### src/rtl/imem_dump_streamer.sv
// Streams a block of instruction-memory words out as a little-endian byte
// stream over a valid/ready handshake; one read per word, four bytes per read.
module imem_dump_streamer #(
    parameter int ADDR_W = 8
) (
    input  logic              clk,
    input  logic              reset,
    input  logic              start,
    input  logic [ADDR_W:0]   word_count,
    output logic              mem_rd_en,
    output logic [ADDR_W-1:0] mem_rd_addr,
    input  logic [31:0]       mem_rd_data,
    output logic [7:0]        byte_out,
    output logic              byte_valid,
    input  logic              byte_ready,
    output logic              busy,
    output logic              done
);

    typedef enum logic [2:0] {
        IDLE,
        READ,
        WAIT,
        SEND,
        DONE
    } state_t;

    state_t state, state_nx;

    logic [ADDR_W:0]   count_q;
    logic [ADDR_W-1:0] word_idx;
    logic [1:0]        byte_idx;
    logic [31:0]       shift_q;

    logic load, capture, xfer, next_word, last_word;

    // count_q is one bit wider than word_idx so a full-memory dump ends at
    // the top address instead of wrapping.
    assign last_word   = ({1'b0, word_idx} == (count_q - {{ADDR_W{1'b0}}, 1'b1}));
    assign mem_rd_addr = word_idx;
    assign byte_out    = shift_q[7:0];

    always_ff @(posedge clk) begin
        if (reset) begin
            state <= IDLE;
        end else begin
            state <= state_nx;
        end
    end

    always_comb begin
        state_nx   = state;
        load       = 1'b0;
        capture    = 1'b0;
        xfer       = 1'b0;
        next_word  = 1'b0;
        mem_rd_en  = 1'b0;
        byte_valid = 1'b0;
        busy       = 1'b1;
        done       = 1'b0;
        case (state)
            IDLE: begin
                busy = 1'b0;
                if (start) begin
                    if (word_count != '0) begin
                        load     = 1'b1;
                        state_nx = READ;
                    end else begin
                        state_nx = DONE;
                    end
                end
            end
            READ: begin
                mem_rd_en = 1'b1;
                state_nx  = WAIT;
            end
            WAIT: begin
                capture  = 1'b1;
                state_nx = SEND;
            end
            SEND: begin
                byte_valid = 1'b1;
                if (byte_ready) begin
                    xfer = 1'b1;
                    if (byte_idx == 2'd3) begin
                        if (last_word) begin
                            state_nx = DONE;
                        end else begin
                            next_word = 1'b1;
                            state_nx  = READ;
                        end
                    end
                end
            end
            DONE: begin
                done     = 1'b1;
                state_nx = IDLE;
            end
            default: state_nx = IDLE;
        endcase
    end

    always_ff @(posedge clk) begin
        if (reset) begin
            count_q  <= '0;
            word_idx <= '0;
            byte_idx <= '0;
            shift_q  <= '0;
        end else begin
            if (load) begin
                count_q  <= word_count;
                word_idx <= '0;
                byte_idx <= '0;
            end
            if (capture) begin
                shift_q <= mem_rd_data;
            end
            if (xfer) begin
                shift_q  <= {8'h00, shift_q[31:8]};
                byte_idx <= byte_idx + 2'd1;
            end
            if (next_word) begin
                word_idx <= word_idx + {{(ADDR_W-1){1'b0}}, 1'b1};
            end
        end
    end

endmodule

### config.mk
export PLATFORM = sky130hd
export DESIGN_NAME = imem_dump_streamer
export DESIGN_NICKNAME = d
export VERILOG_FILES = /design/src/rtl/imem_dump_streamer.sv
export SDC_FILE = /design/constraint.sdc
export NUM_CORES = 1
export LEC_CHECK = 0
export BUFFER_PORTS_ARGS = -buffer_cell sky130_fd_sc_hd__buf_2
export CAP_MARGIN = 20
export CORE_MARGIN = 4
export CORE_UTILIZATION = 48
export DETAILED_ROUTE_END_ITERATION = 8
export GPL_ROUTABILITY_DRIVEN = 0
export PLACE_DENSITY = 0.76
export SYNTH_ARGS = -nofsm -noshare
export SYNTH_HDL_FRONTEND = slang
export SYNTH_SLANG_ARGS = --single-unit
### constraint.sdc
create_clock -name clk -period 2.4 [get_ports clk]
set_input_delay 0.12 -clock clk [delete_from_list [all_inputs] [get_ports clk]]
set_output_delay 0.12 -clock clk [all_outputs]
set_load 0.02 [all_outputs]
# Word level (Yosys, flattened, before mapping)
# Cells that the tools add are included.
[op_classes] n_reduce_logical=7 eq_ne=9 add_sub_neg=3 muxes=26
[op_table] operator="24-bit 2-to-1 mux" n=2
[op_table] operator="8-bit 2-to-1 mux" n=2
[op_table] operator="3-bit 2-to-1 mux" n=5
[op_table] operator="1-bit 2-to-1 mux" n=14
[op_table] operator="3-bit case mux with 4 select lines" n=1
[op_table] operator="8-bit by 9-bit == test with 1-bit output" n=1
[op_table] operator="9-bit nonzero test" n=1
[op_table] operator="9-bit by 1-bit subtractor with 9-bit output, second input constant" n=1
[op_table] operator="8-bit by 1-bit adder with 8-bit output, second input constant" n=1
[op_table] operator="3-bit by 2-bit == test with 1-bit output, second input constant" n=2
[op_table] operator="2-bit inequality test, second input constant" n=3
[op_table] operator="2-bit nonzero test" n=3
[op_table] operator="2-bit 2-to-1 mux" n=2
[op_table] operator="3-bit by 1-bit == test with 1-bit output, second input constant" n=1
[op_table] operator="3-bit == test, second input constant" n=1
[op_table] operator="3-bit logical NOT" n=1
[op_table] operator="3-bit AND reduction" n=1
[op_table] operator="2-bit by 1-bit adder with 2-bit output, second input constant" n=1
[op_table] operator="2-bit == test, second input constant" n=1
[op_table] operator="2-bit OR reduction" n=1
[word_totals] output_inout_bits=20 regBits=54 in_bits=45

# Longest topological paths before layout
# Gate-level depths: netlist of the first run.
[logic_depth] word_depth=7 ltp_mapped=10

# Least setup slack after synthesis of the first run
# Ideal clock, no wire load.
[synth_timing] path_type="flip-flop to flip-flop" startpoint="register count_q[0]" endpoint="register word_idx[3], in the netlist mem_rd_addr[3]" n_path_buf=1 arrival_ns=2.334 path_slack_ns=-0.008 stages_incl_launch_ff=10 required_ns=2.326 setup_ns=0.074 cell_sequence="dfxtp_1 -> inv_1 -> ha_1 -> or3b_1 -> or4_1 -> o21ai_1 -> nor4_1 -> buf_4 -> or4_1 -> a31oi_1"
[synth_via] elab_chain_cells=7 elab_cells_between_ends=8 classes_between="add/sub: 1; eq/ne: 1; mux: 5; reduce/logical: 1"
[synth_rtl] item="start: declaration" line_no="30" rtl="logic [ADDR_W:0] count_q;"
[synth_rtl] item="start signal: assignment" line_no="111" rtl="count_q <= word_count;"
[synth_rtl] item="9-bit by 1-bit subtractor with 9-bit output *" line_no="39" rtl="assign last_word = ({1'b0, word_idx} == (count_q - {{ADDR_W{1'b0}}, 1'b1}));"
[synth_rtl] item="8-bit by 9-bit == test with 1-bit output *" line_no="39"
[synth_rtl] item="1-bit 2-to-1 mux *" line_no="86" rtl="if (last_word) begin"
[synth_rtl] item="1-bit 2-to-1 mux *" line_no="85" rtl="if (byte_idx == 2'd3) begin"
[synth_rtl] item="1-bit 2-to-1 mux *" line_no="83" rtl="if (byte_ready) begin"
[synth_rtl] item="1-bit 2-to-1 mux *" line_no="61" rtl="case (state)"
[synth_rtl] item="8-bit 2-to-1 mux / 2-bit nonzero test (equally long branches)"
[synth_rtl] item="end signal: assignment" line_no="123" rtl="word_idx <= word_idx + {{(ADDR_W-1){1'b0}}, 1'b1};"
[synth_rtl] item="end: declaration" line_no="31" rtl="logic [ADDR_W-1:0] word_idx;"
# Mark *: on every way between the ends. The rest lies on a longest branch, timed or not.
# A chain may end at the register's enable or synchronous reset.

# Worst setup path in the final report of the first run
[layout_timing] startpoint="register count_q[1]" endpoint="register word_idx[2], in the netlist mem_rd_addr[2]"
# The elaborated chain is that of the path after synthesis.

==> out/qor.txt, run 1 <==
Pins Over Slew Limit: 0
Die W: 81.9 µm
fin crit share: 1.04
Detail Route Antenna Nets: 0
Min-Delay Path Class: in -> reg
Detailed Route Iter0 Violations: 164
vias in the first global route: 2,246
Site Rows: 26
Vias: 2,494
CP Data Required Time: 2.64 ns
Hold Violations, Final: 0
critical-path cell list: inv_2 -> ha_4 -> or3b_4 -> or4_4 -> o21ai_4 -> nor4_4 -> or4b_1 -> a31oi_1
crit path launch type: flop
met2 wire len: 3090 µm
# H-tree levels: 2
critical path class: reg -> reg
DR WL/cell: 14.4 µm
syn_nets: 376
clk slew on worst S/H paths: 0.09 ns
Max Fclk: 402 MHz
Post-Place Worst Slack: -0.103 ns
uppermost layer routed: met4
Setup WS post-layout: -0.0889 ns
PwrDens: 561 nW/µm²
CP arrival: 2.73 ns
final WL: 6550 µm
num ports: 65
Slew HR: 0.629
CTS tree: done
Leakage: 0.00123 µW
total track usage: 0.194
first-pass GRT wire length: 10,200 µm
Yosys top cell by area: dfxtp_1
Synth cell types: 47
Clock Skew: 0.00247 ns
Die Ht: 81.9 µm
crit-path max FO: 7
status: finished with violations
Core Region: 5200 µm²
Post-Syn Area: 2620 µm²
critical path's top delay family: simple AND/OR/NAND/NOR gates
Final #Nets: 434
max-cap viol count: 0
slew of the pin with the lowest slew margin: 0.557 ns
final setup fails: 2
Via density: 5.47
ratio of cells with drive above 1 in the final layout: 0.282
CP max-delay cell: or4_4
met3 wire len: 384 µm
GRT overflow: 0
Syn Area/Cell: 7.99 µm²
clock buffer depth: 2
CP max stage delay: 0.52 ns
largest net degree at the start of global routing: 33
most frequent cells in the layout: nand2_1 (68), buf_2 (65), dfxtp_1 (52)
clock sink count: 54
port bufs: 64
worst path bufs/invs: 1
fin util: 0.613
die area: 6710 µm²
peak supply drop: 314 µV
Synth Register Bits: 54
worst-skew pair later-pin latency: 0.31 ns
failing checks: negative setup slack
Post-synth EDFFs: 0
post-layout minimum cycle time: 2.49 ns
register area share after synthesis: 0.412
Residual DRC: 0
R2R Setup Slk: -0.09 ns
setup TNS: -0.144 ns
Synth warnings: 0
top-area cell type share of the netlist area: 0.412
Initial Util: 0.504
cts hold-fix bufs: 0
dpl hpwl: 4540 µm
RSZ-0062 raised after global routing: true
crit path capture type: flop
ys flop type: dfxtp_1
initial antenna violation count: 0
post-synthesis cell count: 328
Async SR Flop Fraction: 0
Area contributors post-synth: dfxtp_1 (41%), nand2_1 (9.7%), a21oi_1 (9.4%), a22oi_1 (6.9%), clkbuf_1 (3.0%)
Met1 Routed Length: 3020 µm
DR pass1 iterations: 4
most common cell after layout, fill and taps aside: nand2_1
CTS Buf Count: 5
Root Driver: clkbuf_8
antenna cells: 0
synthesis-to-layout area growth: 21.7%
-- area by class of cell --
type | instances | area, µm²
Clock buffer | 5 | 68.8
Clock inverter | 2 | 15.0
Fill cell | 491 | 2020
Inverter | 4 | 15.0
Multi-Input combinational cell | 238 | 1460
Sequential cell | 54 | 1080
Tap cell | 70 | 87.6
Timing Repair Buffer | 83 | 464
-- synthesized netlist by cell type (3+ instances only) --
library cell and number:
dfxtp_1 54, or2_2 3, nand3b_1 3, nand2b_1 3
a22oi_1 24, nand2_1 68, a211o_1 4, clkbuf_1 21
a21oi_1 49, nand3_1 8, buf_4 10, nor2_1 11
nor3_1 3, nor3b_1 3, ha_1 3, o211ai_1 8
xor2_1 6, inv_1 4, o21ai_0 5, or3_1 4
-- worst register-to-register path, delay by kind of cell, from the launching register on --
family          cells  cell delay [ns]
simple gates        4             1.51
compound gates      2             0.37
flops               1             0.34
fa+ha+maj           1             0.14
buf+inv             1             0.06
-- power by group --
group | internal [µW] | switching (µW)
Clock | 200 | 300
Sequential | 939 | 35.3
Combinational | 138 | 178
-- flip-flops by register name, indices dropped and copies added, names as in the netlist --
name	cells
mem_rd_addr	8
byte_idx	2
state	3
shift_q	32
count_q	9
-- logic make-up after synthesis --
group,count (synthesis),share of synthesized area
adders and majority gates,3,0.0143
buffers and inverters,36,0.0663
DFF,54,0.412
and+or+nand+nor,123,0.227
muxes,1,0.00382
AOI/OAI and AO/OA,103,0.249
xor gates and xnor gates,8,0.0267
-- layer usage --
metal,up-vias,GRT usage
met4,0,0.0515
met2,65,0.305
met5,-,0
li1,1272,-
met1,1151,0.271
met3,6,0.0395
-- final timing paths --
check,end,cells after the start,startpoint
hold / removal,shift_q[29],3,mem_rd_data[29]
setup / recovery,mem_rd_addr[2],8,count_q[1]
setup reg to reg,mem_rd_addr[2],8,count_q[1]
hold reg to reg,shift_q[5],2,shift_q[5]
-- repair_timing --
| action | CTS | global route |
|---|---|---|
| cloned | 0 | 1 |
| gates resized for setup | 4 | 12 |
| setup endpoints to repair | 7 | 10 |
| setup buffers | 0 | 1 |
| pin swaps | 2 | 7 |
-- metrics by stage --
stage                     hold WS [ns]  total power, µW  cells  instance area, µm²
after floorplan                  0.256             1180    328                2630
after global placement           0.361             1260    447                3010
after detailed placement         0.372             1270    447                3010
after CTS                       0.0382             1770    454                3110
after global routing            0.0336             1870    456                3190
final                           0.0346             1790    456                3190
Power figures use the tool's default switching activity.
==> run 2, diff against run 1 <==
Settings changed: BUFFER_PORTS_ARGS -buffer_cell sky130_fd_sc_hd__buf_2 to -buffer_cell sky130_fd_sc_hd__clkbuf_2.
==> run 2 against run 1 <==
The run still ends with negative setup slack left. Register-to-register slack improved by 0.04 ns. First-iteration DRC count rose by 1.8%. Non-clock buffer count grew 3. Via count is 0.96% higher. Worst hold slack worse by 0.024 ns. Design area rose by 0.39%. Maximum frequency rose by 1.6%. Final cell count increased by 0.88%. Sequential cell count is the same. Critical path depth grew 3. Clock-buffer cell count up 1.
==> out/qor.txt, run 2 (synthesized netlist as in run 1, its figures left out) <==
max-cap viol count: 0
worst reg2reg path depth: 11
CP Launch Point: count_q[1]
CTS Buf Count: 5
setup TNS: -0.135 ns
RSZ-0062 raised after global routing: true
status: finished with violations
HP Start: mem_rd_data[30]
placed cell count: 447
Slew HR: 0.679
Post-Layout Cell Count: 460
Clock Skew: 0.00895 ns
Min-Delay Path Class: in -> reg
slew of the pin with the lowest slew margin: 0.480 ns
# H-tree levels: 2
die area: 6710 µm²
CP Data Required Time: 2.64 ns
Detail Route Antenna Nets: 0
Via density: 5.47
Post-Place Worst Slack: -0.0424 ns
initial antenna violation count: 0
Largest register FFs: 32
critical path class: reg -> reg
cts hold-fix bufs: 0
num ports: 65
post-layout minimum cycle time: 2.45 ns
DR WL/cell: 14.2 µm
fin crit share: 1.02
final WL: 6540 µm
r2r endpoint: mem_rd_addr[6]
peak supply drop: 345 µV
CP dominant cell by count: buf_4
crit-path max FO: 8
Final #Nets: 437
Max Fclk: 408 MHz
CP max-delay cell: or3b_4
crit path capture type: flop
Initial Util: 0.504
most common cell after layout, fill and taps aside: nand2_1
crit path launch type: flop
final setup fails: 4
synthesis-to-layout area growth: 22.1%
CP arrival: 2.69 ns
clock sink count: 54
R2R Setup Slk: -0.05 ns
Site Rows: 26
antenna cells: 0
Core Region: 5200 µm²
worst-skew pair later-pin latency: 0.31 ns
critical-path cell list: inv_2 -> ha_4 -> or3b_4 -> buf_4 -> o32ai_4 -> o21ai_4 -> nor4_4 -> buf_4 -> buf_4 -> o211ai_1 -> a21oi_1
fin util: 0.615
Die Ht: 81.9 µm
Die W: 81.9 µm
total track usage: 0.199
Hold Violations, Final: 0
Leakage: 0.00125 µW
largest net degree at the start of global routing: 35
DR pass1 iterations: 4
vias in the first global route: 2,333
CTS tree: done
port bufs: 64
ratio of cells with drive above 1 in the final layout: 0.282
Residual DRC: 0
Pins Over Slew Limit: 0
dpl hpwl: 4610 µm
r2r startpoint: count_q[1]
Vias: 2,518
GRT overflow: 0
first-pass GRT wire length: 10,600 µm
most frequent cells in the layout: nand2_1 (68), clkbuf_2 (64), dfxtp_1 (52)
Root Driver: clkbuf_8
clock buffer depth: 2
Reg with most FFs: shift_q
failing checks: negative setup slack
PwrDens: 573 nW/µm²
CP max stage delay: 0.39 ns
Setup WS post-layout: -0.0488 ns
CP endpoint: mem_rd_addr[6]
clk slew on worst S/H paths: 0.10 ns
Detailed Route Iter0 Violations: 167
-- run 2: worst min-delay path by stage --
stage               cells after the start           to
floorplan                               2  shift_q[24]
global placement                        3  shift_q[24]
detailed placement                      3  shift_q[24]
CTS                                     3  shift_q[24]
global route                            3  shift_q[26]
finish                                  3  shift_q[30]
-- run 2: final cells by class --
| cell class | instances | area, µm² |
|---|---|---|
| clock buffers | 6 | 82.6 |
| clock inverters | 2 | 17.5 |
| fillers | 503 | 2000 |
| inverters | 4 | 15.0 |
| multi-input cells | 238 | 1430 |
| flip-flops and latches | 54 | 1080 |
| well taps | 70 | 87.6 |
| repair buffers | 86 | 485 |
-- run 2: timing repair --
| action | 4_1_cts | 5_1_grt |
|---|---|---|
| gates resized for setup | 4 | 7 |
| setup buffers | 3 | 2 |
| pin swaps | 4 | 8 |
| endpoints found under the setup margin | 2 | 7 |
-- run 2: metrics by stage --
step / power [µW] / instance area, µm² / hold WS, ns
2_1_floorplan: 1180 / 2630 / 0.256
3_3_place_gp: 1260 / 3010 / 0.344
3_5_place_dp: 1270 / 3010 / 0.351
4_1_cts: 1820 / 3150 / 0.0111
5_1_grt: 1930 / 3200 / 0.0192
6_report: 1840 / 3200 / 0.0109
-- run 2: metal layers --
metal  part of all wire  track usage  up-vias
met5                  0            0        -
met4              0.017       0.0532        0
met3              0.058       0.0493       10
met2               0.47        0.325       63
met1               0.45        0.263     1165
li1                   -            -     1280
-- run 2: critical path: cells and delay by family (launching register included) --
kind,cells,cell delay [ns]
fa+ha+maj,1,0.14
flops,1,0.34
buf+inv,4,0.55
simple gates,2,0.77
compound gates,4,0.59
-- run 2: power by group --
group | leakage (µW) | internal, µW | switching [µW]
registers | 0.000440 | 939 | 35.3
logic | 0.000764 | 139 | 174
clock network | 0.0000514 | 238 | 311
==> run 3, diff against run 2 <==
Settings changed: REMOVE_ABC_BUFFERS set to 1.
==> run 3 against run 2 <==
The flow now finishes without violations. Core utilization increased by 1.6 points. Largest cell class unchanged. Setup slack improved by 0.065 ns. Critical endpoint is now mem_rd_addr[2]. Largest power group unchanged. Global-route usage decreased by 0.62 points. Clock-buffer cell count decreased by 1. Final cell count increased by 1.1%.
==> out/qor.txt, run 3 (synthesized netlist as in run 1, its figures left out) <==
Leakage: 0.00129 µW
Clock Skew: 0.0132 ns
die area: 6710 µm²
R2R Setup Slk: 0.02 ns
synthesis-to-layout area growth: 25.3%
Detailed Route Iter0 Violations: 145
slew of the pin with the lowest slew margin: 0.489 ns
total track usage: 0.193
Die Ht: 81.9 µm
final WL: 6620 µm
Die W: 81.9 µm
Hold Crit Depth: 3
CP Data Required Time: 2.64 ns
crit-path max FO: 7
cts hold-fix bufs: 0
# H-tree levels: 2
Core Region: 5200 µm²
CP arrival: 2.63 ns
CTS Buf Count: 5
DR WL/cell: 14.2 µm
Slew HR: 0.674
clock buffer depth: 2
Hold Violations, Final: 0
most common cell after layout, fill and taps aside: nand2_1
critical path class: reg -> reg
fin crit share: 0.993
largest net degree at the start of global routing: 34
Detail Route Antenna Nets: 0
Min-Delay Path Class: in -> reg
Placed Area: 3030 µm²
dpl hpwl: 4360 µm
Max Fclk: 419 MHz
Pins Over Slew Limit: 0
Final #Nets: 442
peak supply drop: 360 µV
max-cap viol count: 0
GRT overflow: 0
Via density: 5.61
Post-Place Worst Slack: -0.155 ns
most frequent cells in the layout: nand2_1 (68), clkbuf_2 (64), dfxtp_1 (52)
worst-skew pair later-pin latency: 0.32 ns
first-pass GRT wire length: 10,400 µm
Fin Hold WS: 0.0132 ns
Setup WS post-layout: 0.0159 ns
worst reg2reg path depth: 8
vias in the first global route: 2,386
total power: 1840 µW
Site Rows: 26
CTS tree: done
crit path launch type: flop
Largest register FFs: 32
num ports: 65
status: completed
r2r endpoint: mem_rd_addr[2]
port bufs: 64
Filler cells: 462
DR pass1 iterations: 4
Final Instance Area: 3290 µm²
clk slew on worst S/H paths: 0.11 ns
Initial Util: 0.504
Root Driver: clkbuf_8
ratio of cells with drive above 1 in the final layout: 0.301
post-layout minimum cycle time: 2.38 ns
clock sink count: 54
WHS Endpoint: shift_q[29]
initial antenna violation count: 0
Residual DRC: 0
PwrDens: 560 nW/µm²
r2r startpoint: count_q[1]
final setup fails: 0
Reg with most FFs: shift_q
antenna cells: 0
Vias: 2,608
RSZ-0062 raised after global routing: true
crit path capture type: flop
setup TNS: 0 ns
HP Start: mem_rd_data[29]
[run 3: cell count changes in the layout (fill, tap and decap cells not counted), sizes merged]
cell,change
clkbuf,-1
buf,+5
clkinv,-1
inv,+2
[run 3: per-layer routing]
metal  wire (µm)  global-route usage  up-vias
met5           0                   0        -
met4          97              0.0498        0
met3         274              0.0285        9
met2        3370               0.338       61
met1        2870               0.247     1242
li1            -                   -     1296
[run 3: final cells by class]
cell class | count | area, µm² | area share
flip-flops and latches | 54 | 1080 | 0.330
clock inverters | 3 | 26.3 | 0.00800
well taps | 70 | 87.6 | 0.0267
multi-input cells | 238 | 1470 | 0.449
clock buffers | 5 | 68.8 | 0.0209
repair buffers | 91 | 531 | 0.161
inverters | 4 | 15.0 | 0.00457
[run 3: worst max-delay path: stages (launching register included)]
cell	delay, ns
dfxtp_2	0.34
inv_2	0.06
ha_4	0.12
or3b_4	0.40
or4_4	0.51
o21ai_4	0.16
nor4_4	0.08
or4b_1	0.48
a31oi_1	0.16
[run 3: power breakdown]
group / switching (µW) / leakage (µW) / internal, µW
sequential: 29.5 / 0.000440 / 939
clock: 318 / 0.0000491 / 215
combinational: 191 / 0.000800 / 149
total: 539 / 0.00129 / 1300
[run 3: worst max-delay path by stage]
stage | slack (ns) | depth (start not counted) | startpoint | to
after floorplan | -0.79 | 6 | mem_rd_addr[5] | mem_rd_addr[2]
after global placement | -0.08 | 7 | count_q[0] | mem_rd_addr[2]
after detailed placement | -0.15 | 7 | count_q[0] | mem_rd_addr[2]
after CTS | 0.004 | 9 | count_q[1] | mem_rd_addr[1]
after global routing | -0.11 | 10 | count_q[1] | mem_rd_addr[2]
final | 0.02 | 8 | count_q[1] | mem_rd_addr[2]
[run 3: through the flow]
step                utilization  instances
CTS                       0.618        464
global placement          0.581        450
global route              0.631        465
floorplan                     -        296
detailed placement        0.581        450
finish                    0.631        465
[run 3: timing repair]
item / 4_1_cts / 5_1_grt
hold endpoints to repair: 0 / 0
setup buffers: 7 / 1
cloned: 0 / 0
endpoints found under the setup margin: 10 / 10
resized for setup: 11 / 11
pin swaps: 8 / 11
